--- src/rtl/acc_cpu_core_pkg.sv ---
// Shared definitions for the accumulator CPU: opcode encodings, FSM state
// encoding, opcode width and a small decode helper.
package acc_cpu_core_pkg;

  // Width of the opcode field at the top of each instruction word
  localparam int OPW = 4;

  localparam logic [OPW-1:0] OP_NOP = 4'h0;
  localparam logic [OPW-1:0] OP_LDA = 4'h1;
  localparam logic [OPW-1:0] OP_STA = 4'h2;
  localparam logic [OPW-1:0] OP_ADD = 4'h3;
  localparam logic [OPW-1:0] OP_SUB = 4'h4;
  localparam logic [OPW-1:0] OP_JMP = 4'h5;
  localparam logic [OPW-1:0] OP_JZ  = 4'h6;
  localparam logic [OPW-1:0] OP_JN  = 4'h7;
  localparam logic [OPW-1:0] OP_LDI = 4'h8;
  localparam logic [OPW-1:0] OP_HLT = 4'hF;

  typedef enum logic [2:0] {
    S_FETCH  = 3'd0,
    S_DECODE = 3'd1,
    S_EXEC   = 3'd2,
    S_READ   = 3'd3,
    S_HALT   = 3'd4
  } state_e;

  // Opcodes that need a data read and therefore take the extra READ cycle
  function automatic logic is_mem_read(input logic [OPW-1:0] op);
    return (op == OP_LDA) || (op == OP_ADD) || (op == OP_SUB);
  endfunction

endpackage

--- src/rtl/acc_cpu_core_alu.sv ---
// Combinational ALU for the accumulator CPU.
//   op      : opcode of the instruction being completed
//   acc     : current accumulator
//   operand : data word read from memory
//   result  : new accumulator value (LDA/ADD/SUB; acc unchanged otherwise)
//   zero    : acc == 0 (JZ condition)
//   neg     : acc sign bit (JN condition)
module acc_cpu_alu
  import acc_cpu_core_pkg::*;
#(
  parameter int DW = 16
) (
  input  logic [OPW-1:0] op,
  input  logic [DW-1:0]  acc,
  input  logic [DW-1:0]  operand,
  output logic [DW-1:0]  result,
  output logic           zero,
  output logic           neg
);

  // Accumulator update; arithmetic wraps modulo 2^DW with no flags kept
  always_comb begin
    result = acc;
    case (op)
      OP_LDA:  result = operand;
      OP_ADD:  result = acc + operand;
      OP_SUB:  result = acc - operand;
      default: result = acc;
    endcase
  end

  assign zero = (acc == '0);
  assign neg  = acc[DW-1];

endmodule

--- src/rtl/acc_cpu_core.sv ---
// Multicycle fetch/decode/execute controller for a 16-bit accumulator
// machine driving a synchronous-read RAM.
//   clk, rst            : clock, synchronous active-high reset
//   mem_addr/load/d     : RAM address, write enable, write data
//   mem_q               : RAM read data, valid the cycle after mem_addr
//   halted, pc, acc     : debug/status outputs
module acc_cpu_core
  import acc_cpu_core_pkg::*;
#(
  parameter int AW       = 12,
  parameter int DW       = 16,
  parameter int RESET_PC = 0
) (
  input  logic          clk,
  input  logic          rst,
  output logic [AW-1:0] mem_addr,
  output logic          mem_load,
  output logic [DW-1:0] mem_d,
  input  logic [DW-1:0] mem_q,
  output logic          halted,
  output logic [AW-1:0] pc,
  output logic [DW-1:0] acc
);

  localparam logic [AW-1:0] RESET_PC_V = AW'(RESET_PC);

  state_e          state_r, state_s;
  logic [AW-1:0]   pc_r, pc_s;
  logic [DW-1:0]   acc_r, acc_s;
  logic [DW-1:0]   ir_r, ir_s;
  logic            halted_r, halted_s;
  logic            mem_load_s;

  logic [OPW-1:0]  op_s;
  logic [AW-1:0]   operand_s;
  logic [DW-1:0]   alu_result_s;
  logic            alu_zero_s;
  logic            alu_neg_s;

  assign op_s      = ir_r[DW-1:AW];
  assign operand_s = ir_r[AW-1:0];

  acc_cpu_alu #(.DW(DW)) u_alu (
    .op      (op_s),
    .acc     (acc_r),
    .operand (mem_q),
    .result  (alu_result_s),
    .zero    (alu_zero_s),
    .neg     (alu_neg_s)
  );

  // Next-state, register updates and bus outputs decoded from the current state
  always_comb begin
    state_s    = state_r;
    pc_s       = pc_r;
    acc_s      = acc_r;
    ir_s       = ir_r;
    halted_s   = halted_r;
    mem_addr   = '0;
    mem_load_s = 1'b0;
    mem_d      = acc_r;
    case (state_r)
      S_FETCH: begin
        mem_addr = pc_r;
        state_s  = S_DECODE;
      end
      S_DECODE: begin
        ir_s    = mem_q;
        pc_s    = pc_r + AW'(1);
        state_s = S_EXEC;
      end
      S_EXEC: begin
        if (is_mem_read(op_s)) begin
          mem_addr = operand_s;
          state_s  = S_READ;
        end else begin
          state_s = S_FETCH;
          case (op_s)
            OP_STA: begin
              mem_addr   = operand_s;
              mem_load_s = 1'b1;
            end
            OP_JMP: pc_s = operand_s;
            OP_JZ: begin
              if (alu_zero_s) pc_s = operand_s;
              else            pc_s = pc_r;
            end
            OP_JN: begin
              if (alu_neg_s) pc_s = operand_s;
              else           pc_s = pc_r;
            end
            OP_LDI: acc_s = {{(DW-AW){1'b0}}, operand_s};
            OP_HLT: begin
              halted_s = 1'b1;
              state_s  = S_HALT;
            end
            default: state_s = S_FETCH;
          endcase
        end
      end
      S_READ: begin
        acc_s   = alu_result_s;
        state_s = S_FETCH;
      end
      S_HALT:  state_s = S_HALT;
      default: state_s = S_FETCH;
    endcase
  end

  // The write strobe is suppressed while reset is asserted so an abandoned STA never lands
  assign mem_load = mem_load_s && !rst;

  // State and architectural registers
  always_ff @(posedge clk) begin
    if (rst) begin
      state_r  <= S_FETCH;
      pc_r     <= RESET_PC_V;
      acc_r    <= '0;
      ir_r     <= '0;
      halted_r <= 1'b0;
    end else begin
      state_r  <= state_s;
      pc_r     <= pc_s;
      acc_r    <= acc_s;
      ir_r     <= ir_s;
      halted_r <= halted_s;
    end
  end

  assign halted = halted_r;
  assign pc     = pc_r;
  assign acc    = acc_r;

endmodule

--- config.mk ---
export PLATFORM = sky130hd
export DESIGN_NAME = acc_cpu_core
export DESIGN_NICKNAME = d
export VERILOG_FILES = /design/src/rtl/acc_cpu_core_pkg.sv /design/src/rtl/acc_cpu_core_alu.sv /design/src/rtl/acc_cpu_core.sv
export SDC_FILE = /design/constraint.sdc
export NUM_CORES = 1
export LEC_CHECK = 0
export ABC_AREA = 0
export CAP_MARGIN = 10
export CORE_AREA = 2 2 92 94
export CTS_BUF_LIST = sky130_fd_sc_hd__clkbuf_8
export DETAILED_ROUTE_END_ITERATION = 6
export DIE_AREA = 0 0 94 96
export PLACE_DENSITY = 0.76
export SYNTH_ARGS = -nofsm -noshare
export SYNTH_HDL_FRONTEND = slang
export SYNTH_SLANG_ARGS = --single-unit
export TNS_END_PERCENT = 1
--- constraint.sdc ---
create_clock -name clk -period 2.6 [get_ports clk]
set_input_delay 0.26 -clock clk [delete_from_list [all_inputs] [get_ports clk]]
set_output_delay 0.26 -clock clk [all_outputs]
set_load 0.005 [all_outputs]
==> impl_metrics.yaml <==
yosys:
  synth_cell_type_count: 62
  synth_ff_type: "dfxtp_1"
  synthArstFlopShare: 0
  synth_warnings: 0
  synth_top_cells_by_count: "77 x nand2_1, 61 x a21oi_1, 58 x nor2_1"
  synth_most_common_cell: "nand2_1"
  syn_area_sq_um: 3830
  synthCells: 528
  ys_seq_elements: 48
  syn_nets: 564
  netlist_top_cells_area: "dfxtp_1 25%, a21oi_1 8.0%, nand2_1 7.5%, nor2_1 5.7%, ha_1 5.6%"
  synth_seq_area_share: 0.251
  synth_edf_count: 0
  synth_top_area_frac: 0.251
  yosys.area.top_type: "dfxtp_1"
  synth_area_per_cell_sq_um: 7.25
timing:
  min_period_ps: 2690
  worstMarginPinSlew_ps: 562
  setup_tns_ps: -302
  relSlewSlack: 0.622
  setup_slack_ps: -85.1
  rsz0062_at_grt: "true"
  slew_violations: 0
  skew_ps: 7.68
  post-route-period-util: 1.03
  setup_viol: 5
  fmax_mhz: 372
  hold_viol: 0
route:
  drt-pass1-iter-count: 5
  num_vias: 4484
  drcViolationCount: 0
  wirelength_um: 13100
  vias_per_cell: 6.02
  antenna_left: 0
  routedWlPerCell_um: 17.5
  drt_iter0_drc: 428
power:
  peakVddDrop_mv: 0.246
  switching_power_uw: 693
  power.leakage_uw: 0.00199
  power.density_nw_per_um2: 371
  internal_power_uw: 1280
  power_frac_comb: 0.338
  power_frac_clock: 0.252
  seqPwrFrac: 0.410
  swShare: 0.351
worst_setup_path:
  worstSetupStartpointType: "flop"
  cp-end-kind: "flop"
  cp_common_cell: "a21oi_2"
  path_class: "flop to flop"
  cp_data_arrival_time_ps: 2900
  crit_fanout: 7
  critPathMaxStageDelay_ps: 370
  crit_required_ps: 2810
  crit_slowest_cell: "dfxtp_4"
  cp_cell_sequence: "nor4b_4 > buf_6 > a21oi_2 > xnor2_1 > ha_1 > buf_4 > a21oi_2 > buf_6 > buf_4 > a211oi_2 > or3_1 > a21oi_2 > o41ai_1"
cells_and_area:
  antenna_cells: 0
  drive_above_1_share: 0.198
  multi_input_area_sq_um: 2770
  layout.nets: 675
  fin_cells: 745
  syn_to_final_growth_pct: 39.0
  area.sequential_sq_um: 966
  post-route-util: 0.661
  fillers: 736
hold_path:
  worst_hold_path_type: "primary input to flop"
grt:
  antenna_found_initial: 0
  grt_max_degree: 30
  grt_first_pass_wirelength_um: 20900
  grt_pass1_vias: 4262
  grtUsageTotal: 0.293
  overflow: 0
die:
  core_sq_um: 8050
  dieArea_sq_um: 9020
  die_y_um: 96
  die_x_um: 94
  fp-row-count: 33
  initial_core_util: 0.476
  num_io_pins: 76
status:
  violations: "setup timing"
  outcome: "finished with violations"
placed_design:
  port_buffers: 75
  post-place-ws_ps: -735
  place_congestion: 0.955
  dp_hpwl_um: 9880
  place_inst: 731
clock_network:
  clk_pin_slew_worst_paths_ps: 100
  insertion_delay_ps: 320
  clockBufferDepth: 2
  h-tree-depth: 2
  numCtsBuffers: 5
  clkSinkCount: 48
  cts_tree: "done"
  clock-root-buffer: "clkbuf_8"
run:
  max_cap_violations: 0
-- stage by stage --
stage,hold WS [ps],area [sq um],total power (uW)
2_1_floorplan,396,3840,1170
3_3_place_gp,454,4990,1420
3_5_place_dp,493,4990,1430
4_1_cts,507,5220,1950
5_1_grt,436,5320,2060
6_report,423,5320,1970
-- critical path, delay by kind of cell, from the launching register on --
family / cells / cell delay, ps
adders and majority gates: 1 / 270
xor gates and xnor gates: 1 / 190
AOI/OAI and AO/OA: 5 / 510
buffers and inverters: 4 / 580
and+or+nand+nor: 2 / 660
DFF: 1 / 370
-- flip-flops by register name, indices dropped and copies added (netlist names) --
signal and cells:
acc 16, halted 1, ir_r 16, pc 12
state_r 3
-- final cells by class --
| cell class | instances | share of cell area |
|---|---|---|
| Tap cell | 105 | 0.0247 |
| Inverter | 10 | 0.00705 |
| Multi-Input combinational cell | 424 | 0.520 |
| Sequential cell | 48 | 0.181 |
| Clock buffer | 6 | 0.0155 |
| Clock inverter | 2 | 0.00282 |
| Timing Repair Buffer | 150 | 0.248 |
-- kinds of logic after synthesis --
logic type | Yosys count | share of synthesized area
AND/OR/NAND/NOR | 214 | 0.263
AO/OA/AOI/OAI | 166 | 0.289
buffers and inverters | 56 | 0.0761
flip-flops | 48 | 0.251
XOR/XNOR | 24 | 0.0549
adder cells (fa/ha/maj) | 18 | 0.0608
multiplexers | 2 | 0.00523
-- final timing paths --
check,from,to,slack (ps),depth (start not counted)
worst min register to register,ir_r[10],ir_r[10],510,2
worst max register to register,ir_r[13],acc[9],-90,13
worst min-delay path,mem_q[2],ir_r[2],420,4
worst max-delay path,ir_r[13],acc[9],-90,13
-- power by group through the flow --
stage               combinational, uW  sequential, uW  clock, uW
floorplan                         361             808          0
CTS                               635             809        501
global placement                  597             825          0
finish                            667             809        498
detailed placement                609             826          0
global route                      726             815        521
-- routing by layer --
| layer | track usage | share of wire | vias to the layer above | routed length [um] |
|---|---|---|---|---|
| met1 | 0.362 | 0.41 | 2126 | 5410 |
| met5 | 0 | 0 | - | 0 |
| met2 | 0.520 | 0.50 | 197 | 6510 |
| met3 | 0.0415 | 0.064 | 25 | 830 |
| met4 | 0.107 | 0.023 | 0 | 299 |
| li1 | - | - | 2136 | - |
-- timing repair --
item | CTS | global route
hold buffers | 0 | 0
resized for setup | 35 | 21
setup buffers | 3 | 3
hold endpoints to repair | 0 | 0
setup endpoints to repair | 12 | 24
pin swaps | 12 | 24
-- cells in the final DEF (no fill, tap or decap), types with 3 or more instances in the layout --
cell type	instances
nand3_1	14
a22oi_1	15
a311oi_1	4
dfxtp_1	46
a31oi_1	3
nand2b_1	5
o21ai_0	12
buf_4	72
nor2_1	55
nand3b_1	4
a21oi_1	53
a21o_1	6
or3_1	5
o32ai_1	6
clkdlybuf4s50_1	70
xor2_1	9
o31ai_1	7
a21oi_2	7
nand4_1	3
nand2_1	76
clkbuf_8	6
dlygate4sd2_1	4
and3_1	3
o211ai_1	6
buf_6	3
nor3_1	17
inv_1	10
a211oi_2	5
a211oi_1	7
a21oi_4	3
o21ai_1	6
ha_1	16
nor3b_1	3
xnor2_1	15
or4_1	3
nor4_1	3
Power figures use the tool's default switching activity.
